**src/rtl/instr_fetch_unit.sv**
```systemverilog
// Instruction fetch unit: holds one instruction at a time, fetching from an
// instruction memory with a bounded wait and a sticky timeout error.
module instr_fetch_unit #(
    parameter logic [31:0] RESET_PC = 32'h0000_0000,
    parameter int          TIMEOUT  = 16
) (
    input  logic        clk,
    input  logic        rst,
    output logic        imem_req,
    output logic [31:0] imem_addr,
    input  logic        imem_ready,
    input  logic [31:0] imem_rdata,
    input  logic        stall,
    input  logic        redirect,
    input  logic [31:0] redirect_target,
    output logic        instr_valid,
    output logic [31:0] instr,
    output logic [6:0]  op,
    output logic [31:0] pc,
    output logic [31:0] pc_plus4,
    output logic        fetch_err
);

    localparam int          CW       = $clog2(TIMEOUT + 1);
    localparam logic [CW-1:0] WAIT_LAST = CW'(TIMEOUT - 1);
    localparam logic [31:0] NOP      = 32'h0000_0013;

    typedef enum logic [1:0] {
        IDLE  = 2'd0,
        FETCH = 2'd1,
        VALID = 2'd2,
        ERR   = 2'd3
    } state_t;

    state_t          state_reg, state_next;
    logic [31:0]     pc_reg;
    logic [31:0]     instr_reg;
    logic [CW-1:0]   wait_cnt_reg;
    logic            fetch_err_reg;
    logic            timed_out;

    assign timed_out = (state_reg == FETCH) && !imem_ready && (wait_cnt_reg == WAIT_LAST);

    // State register
    always_ff @(posedge clk) begin
        if (rst) begin
            state_reg <= IDLE;
        end else begin
            state_reg <= state_next;
        end
    end

    // Next-state logic
    always_comb begin
        state_next = state_reg;
        case (state_reg)
            IDLE:  state_next = FETCH;
            FETCH: begin
                if (imem_ready) begin
                    state_next = VALID;
                end else if (timed_out) begin
                    state_next = ERR;
                end
            end
            VALID: begin
                if (redirect || !stall) begin
                    state_next = FETCH;
                end
            end
            ERR:     state_next = ERR;
            default: state_next = IDLE;
        endcase
    end

    // Output logic
    always_comb begin
        imem_req    = (state_reg == FETCH);
        instr_valid = (state_reg == VALID);
    end

    // Datapath: PC, held instruction, wait counter and sticky error
    always_ff @(posedge clk) begin
        if (rst) begin
            pc_reg        <= RESET_PC;
            instr_reg     <= NOP;
            wait_cnt_reg  <= '0;
            fetch_err_reg <= 1'b0;
        end else begin
            case (state_reg)
                FETCH: begin
                    if (imem_ready) begin
                        instr_reg    <= imem_rdata;
                        wait_cnt_reg <= '0;
                    end else if (timed_out) begin
                        fetch_err_reg <= 1'b1;
                    end else begin
                        wait_cnt_reg <= wait_cnt_reg + 1'b1;
                    end
                end
                VALID: begin
                    // A taken branch overrides a downstream stall.
                    if (redirect) begin
                        pc_reg <= redirect_target & 32'hFFFF_FFFC;
                    end else if (!stall) begin
                        pc_reg <= pc_reg + 32'd4;
                    end
                end
                default: begin
                end
            endcase
        end
    end

    assign imem_addr = pc_reg;
    assign pc        = pc_reg;
    assign pc_plus4  = pc_reg + 32'd4;
    assign instr     = instr_reg;
    assign op        = instr_reg[6:0];
    assign fetch_err = fetch_err_reg;

endmodule

```
**config.mk**
```make
export PLATFORM = sky130hd
export DESIGN_NAME = instr_fetch_unit
export DESIGN_NICKNAME = d
export VERILOG_FILES = /design/src/rtl/instr_fetch_unit.sv
export SDC_FILE = /design/constraint.sdc
export NUM_CORES = 1
export LEC_CHECK = 0
export ABC_AREA = 1
export ABC_CLOCK_PERIOD_IN_PS = 1700
export BUFFER_PORTS_ARGS = -buffer_cell sky130_fd_sc_hd__buf_2
export CAP_MARGIN = 10
export CORE_MARGIN = 8
export CORE_UTILIZATION = 46
export DETAILED_ROUTE_END_ITERATION = 16
export PLACE_DENSITY = 0.79
export SLEW_MARGIN = 20
export SYNTH_ARGS = -nofsm -noshare
export SYNTH_HDL_FRONTEND = slang
export SYNTH_SLANG_ARGS = --single-unit
```
**constraint.sdc**
```tcl
create_clock -name clk -period 1.7 [get_ports clk]
set_input_delay 0.255 -clock clk [delete_from_list [all_inputs] [get_ports clk]]
set_output_delay 0.255 -clock clk [all_outputs]
set_load 0.02 [all_outputs]
```
==> results of run 1 <==
cell usage after synthesis:
library cell | instances | area (µm²)
nand2_1 | 132 | 495.5
nor2_1 | 92 | 345.3
dfxtp_1 | 70 | 1401
o21ai_0 | 63 | 315.3
a21oi_1 | 62 | 310.3
buf_4 | 43 | 322.8
inv_1 | 26 | 97.59
clkbuf_1 | 14 | 52.55
nand3_1 | 13 | 65.06
buf_2 | 9 | 45.04
nand3b_1 | 8 | 60.06
nor2_4 | 7 | 78.83
xor2_2 | 6 | 97.59
nand2_2 | 5 | 31.28
xnor2_1 | 5 | 43.79
nor2_2 | 4 | 25.02
a31oi_1 | 3 | 18.77
ha_1 | 3 | 37.54
xor2_1 | 3 | 26.28
and2_1 | 2 | 12.51
buf_1 | 1 | 3.750
clkinv_1 | 1 | 3.750
conb_1 | 1 | 3.750
inv_2 | 1 | 3.750
nand2_4 | 1 | 11.26
nand4_1 | 1 | 6.260
o21ai_1 | 1 | 5.000
final cells by class:
type | instances | area (µm²)
Multi-Input combinational cell | 417 | 2310
Fill cell | 615 | 2430
Timing Repair Buffer | 253 | 1627
Clock buffer | 9 | 123.9
Tap cell | 105 | 131.4
Inverter | 28 | 110.1
Sequential cell | 70 | 1429
Clock inverter | 7 | 97.59
cell usage in the layout, fill, tap and decap left out, types with 5 or more instances in the layout:
| master | instances |
|---|---|
| dfxtp_2 | 16 |
| xor2_2 | 6 |
| nand2_2 | 25 |
| buf_4 | 47 |
| clkbuf_8 | 9 |
| conb_1 | 6 |
| nand3_1 | 11 |
| nand2_1 | 108 |
| nand2_4 | 5 |
| buf_6 | 34 |
| o21ai_0 | 62 |
| nand3b_1 | 8 |
| nor2_2 | 7 |
| inv_1 | 24 |
| buf_2 | 170 |
| dfxtp_1 | 52 |
| nor2_4 | 13 |
| a21oi_1 | 60 |
| nor2_1 | 83 |
logic make-up after synthesis:
kind of cell             share of synthesized area, %
AO/OA/AOI/OAI                                   16.57
buffers and inverters                           13.50
other                                         0.09566
flip-flops                                      35.75
AND/OR/NAND/NOR                                 28.85
XOR/XNOR                                        4.277
adder cells (fa/ha/maj)                        0.9577
metal layers:
layer / vias up / part of all wire, % / track usage [%]
met2: 260 / 48 / 39.10
li1: 2202 / - / -
met5: - / 0 / 0
met3: 44 / 12 / 7.674
met4: 0 / 3.2 / 9.873
met1: 2157 / 37 / 24.16
power groups by stage:
stage               clock, mW  combinational [mW]  sequential [mW]
finish                   1.53                1.04             1.83
global route             1.62                1.12             1.84
CTS                      1.54               0.986             1.82
detailed placement          0               0.923             1.85
global placement            0               0.909             1.85
floorplan                   0               0.467             1.98
timing repair:
item | CTS | global route
resized for setup | 81 | 67
cloned | 0 | 0
setup endpoints to repair | 27 | 31
pin swaps | 21 | 33
setup buffers | 9 | 14
worst max-delay path: cells and delay by family (launching register included):
family	cells	cell delay, ps
and+or+nand+nor	6	770
DFF	1	380
buffers and inverters	3	280
final timing paths:
kind	startpoint	to	slack, ps	cells past startpoint
max	imem_addr[2]	pc_plus4[25]	-350	9
min	imem_rdata[13]	instr[13]	130	3
max reg2reg	imem_addr[2]	imem_addr[12]	30	9
min reg2reg	fetch_err	fetch_err	460	2
stage by stage:
| stage | hold slack (ps) | instances | area (µm²) | setup WS [ps] | TNS [ps] |
|---|---|---|---|---|---|
| 5_1_grt | 119.5 | 889 | 5828 | -417.7 | -9693 |
| 3_3_place_gp | 438.9 | 854 | 4957 | 7.224 | 0 |
| 3_5_place_dp | 448.6 | 854 | 4957 | -18.86 | -35.24 |
| 2_1_floorplan | 324.1 | 582 | 3960 | 22.62 | 0 |
| 4_1_cts | 116.2 | 879 | 5517 | -308.6 | -6776 |
| 6_report | 129.8 | 889 | 5828 | -350.1 | -7373 |
==> results.cfg, run 1 <==
[outcome]
status = finished, violations left
failed_checks = setup timing

[die]
dieArea_um2 = 11730
start_util_pct = 47.47
core_um2 = 8258
dieWidth_um = 108.3
die_h_um = 108.3
ioPinCount = 207
num_rows = 33

[setup_path]
crit_arrival_ps = 1800
crit_path_max_incr_delay_ps = 380
end_kind = output port
crit_chain = buf_6, inv_4, nor2_4, nand2_4, nor2_4, nand2_1, nand2_1, nand2_2, buf_6
worstSetupStartpointType = register
critPathSlowestCell = dfxtp_2
worstPathRequired_ps = 1440
critical_path.max_fanout = 5
path_class = register to output port

[routing]
ant_nets = 0
drc = 0
drt_first_pass_iters = 5
first_iter_violations = 199
wl_um = 14550
vias = 4663
post_drt_wl_per_cell_um = 16.37
vias_per_cell = 5.245

[sta]
drv_slew = 0
slew_headroom_pct = 64.29
fin_worst_skew_ps = 14.12
hold_viol = 0
period_share_pct = 120.6
worst_pin_slew_ps = 534.9
rsz0062_at_grt = yes
clock.fmax_mhz = 487.8
finalCriticalPeriod_ps = 2050
fin_ws_ps = -350.1
finalSetupViolCount = 28

[synthesis]
yosysUniqueCellTypes = 27
yosys_warnings = 0
postSynthAreaPerCell_um2 = 6.794
netlist_area_um2 = 3920
syn_inst = 577
yosysSeqAreaShare_pct = 35.75
yosys_register_bits = 70

[pwr]
p_leak_nw = 2.906
power.share.clock_pct = 34.7
pwr-share-comb_pct = 23.6
fin_total_pwr_mw = 4.394
p_sw_mw = 1.417
power_density_nw_per_um2 = 754.0
p_sw_share_pct = 32.25
power_frac_seq_pct = 41.7
p_int_mw = 2.977
worst_ir_drop_vdd_v = 0.0005698

[final_layout]
layout-drive-gt1-share_pct = 45.92
nets = 851
area_delta_synth_final_pct = 48.68
diodes = 0
final_util_pct = 70.58
largest_reg_flops = 32

[global_route]
grt_max_degree = 34
grt_antenna_before_repair = 0
grt_pass1_vias = 4650
grt_usage_pct = 22.44
grt_overflow_total = 0
grt_pass1_wl_um = 21460

[placed_design]
finalWeightedCongestion = 0.9328
numPortBuffers = 198
dp_hpwl_um = 9703

[min_path]
hold_class = primary input to register

[clocking]
clkSlewWorstSetupHoldPaths_ps = 90
cts_root_buf = clkbuf_8
cts.sinks = 70
htreeDepth = 3
numCtsBuffers = 9
cts_max_path_buffers = 2
hold_buffers = 0
cts_tree = yes
insertion_delay_ps = 340

[flow_run]
drv_cap = 0
Power figures use the tool's default switching activity.
==> run 2: changes to the inputs <==
--- a/config.mk
+++ b/config.mk
@@ -12,6 +12,7 @@
 export CORE_MARGIN = 8
 export CORE_UTILIZATION = 46
 export DETAILED_ROUTE_END_ITERATION = 16
+export MAX_ROUTING_LAYER = met4
 export PLACE_DENSITY = 0.79
 export SLEW_MARGIN = 20
 export SYNTH_ARGS = -nofsm -noshare
==> run 2 against run 1 <==
The run still ends with setup timing left. Clock skew is 4.8 ps lower. Clock power is 22% lower. Combinational power hardly changed. Register-to-register slack worse by 30 ps. Setup slack better by 2.4 ps. Routed wire length is 1.5% higher. Worst hold slack better by 2.8 ps. First-iteration DRC count is 4.5% higher. Fmax is 0.12% higher. Flip-flop and latch count stayed put. Non-clock buffer count is 1 lower. Global-route usage is 0.43 points higher. Critical endpoint is now pc_plus4[23]. Largest cell class unchanged.
==> results.cfg, run 2 (synthesis results as in run 1) <==
[setup_path]
reg2reg_to = imem_addr[13]
critical_path.max_fanout = 5
crit_path_max_incr_delay_ps = 390
reg2regPathDepth = 10
worstSetupStartpointType = register
worstPathRequired_ps = 1440
crit_chain = nand2_1, nor2_2, nand2_1, nor2_4, nand2_1, nand2_1, nand2_2, buf_6
r2r-start = imem_addr[2]
end_kind = output port
path_class = register to output port
worstSetupStartpoint = imem_addr[11]
cpMostUsedCell = nand2_1
rrSetupSlack_ps = 0
crit_arrival_ps = 1790
critPathSlowestCell = dfxtp_1

[pwr]
p_leak_nw = 2.918
fin_total_pwr_mw = 4.069
worst_ir_drop_vdd_v = 0.0005216
power_density_nw_per_um2 = 700.1

[global_route]
grt_pass1_vias = 4512
grt_pass1_wl_um = 21130
grt_usage_pct = 22.88
grt_antenna_before_repair = 0
grt_max_degree = 34
grt_overflow_total = 0

[outcome]
status = finished, violations left
failed_checks = setup timing

[min_path]
worstHoldStart = imem_rdata[4]
whs_path_depth = 3
holdPathEnd = instr[4]
hold_class = primary input to register

[sta]
finalSetupViolCount = 28
hold_ws_ps = 132.5
clock.fmax_mhz = 488.4
period_share_pct = 120.5
hold_viol = 0
fin_worst_skew_ps = 9.300
finalCriticalPeriod_ps = 2048
fin_ws_ps = -347.7
drv_slew = 0
worst_pin_slew_ps = 548.8
slew_headroom_pct = 63.36
rsz0062_at_grt = yes

[routing]
vias_per_cell = 5.256
post_drt_wl_per_cell_um = 16.65
wl_um = 14770
ant_nets = 0
first_iter_violations = 208
drt_first_pass_iters = 5
vias = 4662
drc = 0

[final_layout]
largest_reg_flops = 32
layout_common_cells = buf_2 (170), nand2_1 (111), nor2_1 (86)
layout-drive-gt1-share_pct = 44.63
fill_cells = 621
fin_cells = 887
area_delta_synth_final_pct = 48.26
nets = 850
diodes = 0
final_common_cell = buf_2

[die]
ioPinCount = 207
core_um2 = 8258
start_util_pct = 47.47
num_rows = 33
dieWidth_um = 108.3
dieArea_um2 = 11730
die_h_um = 108.3

[clocking]
cts_tree = yes
clkSlewWorstSetupHoldPaths_ps = 80
insertion_delay_ps = 340
numCtsBuffers = 9
cts.sinks = 70
htreeDepth = 3
cts_root_buf = clkbuf_8
cts_max_path_buffers = 2
hold_buffers = 0

[placed_design]
dp_hpwl_um = 9796
finalWeightedCongestion = 0.9436
dp.cells = 854
numPortBuffers = 198

[flow_run]
drv_cap = 0
-- run 2: cell types whose count changed in the layout (fill, tap and decap cells not counted), sizes merged --
cell,delta
clkinvlp,-1
bufinv,-2
buf,-1
inv,-1
clkbuf,+3
-- run 2: how the worst max path moves through the flow --
stage | slack (ps) | end | cells past startpoint
finish | -350 | pc_plus4[23] | 8
global route | -420 | pc_plus4[23] | 9
CTS | -290 | pc_plus4[26] | 9
detailed placement | -30 | pc_plus4[26] | 8
global placement | 8 | pc_plus4[22] | 8
floorplan | 20 | pc_plus4[22] | 7
-- run 2: power breakdown --
group          total (mW)  leakage [nW]  switching, mW  internal, mW
sequential           1.83         0.580         0.0876          1.74
combinational        1.04          2.26          0.644         0.401
clock                1.19        0.0824          0.629         0.564
total                4.07          2.92           1.36          2.71
-- run 2: repair_timing --
item / in CTS / in global routing
gates resized for setup: 101 / 51
buffers inserted: 10 / 14
hold endpoints to repair: 0 / 0
endpoints found under the setup margin: 27 / 31
pin swaps: 27 / 37
-- run 2: worst max-delay path, delay by kind of cell (launching register included) --
| kind | cells | cell delay (ps) |
|---|---|---|
| simple gates | 7 | 930 |
| flops | 1 | 390 |
| buf+inv | 1 | 130 |
-- run 2: area by class of cell --
type                    instances  area (µm²)  area share (%)
multi-input cells             417        2336           40.19
repair buffers                252        1642           28.25
well taps                     105       131.4           2.260
clock inverters                 3       21.27          0.3660
flip-flops and latches         70        1426           24.54
inverters                      28       110.1           1.895
clock buffers                  12       145.1           2.497
-- run 2: metrics by stage --
step | instance area [µm²] | utilization [%] | TNS, ps | worst slack, ps
floorplan | 3960 | - | 0 | 22.62
global placement | 4957 | 60.03 | 0 | 7.990
detailed placement | 4957 | 60.03 | -53.88 | -28.81
CTS | 5527 | 66.92 | -6112 | -293.8
global route | 5812 | 70.38 | -9659 | -422.1
finish | 5812 | 70.38 | -7405 | -347.7
-- run 2: routing by layer --
layer | part of all wire [%] | track usage [%]
met1 | 38 | 25.59
met2 | 48 | 37.31
met3 | 10 | 6.425
met4 | 3.5 | 10.07
met5 | 0 | -
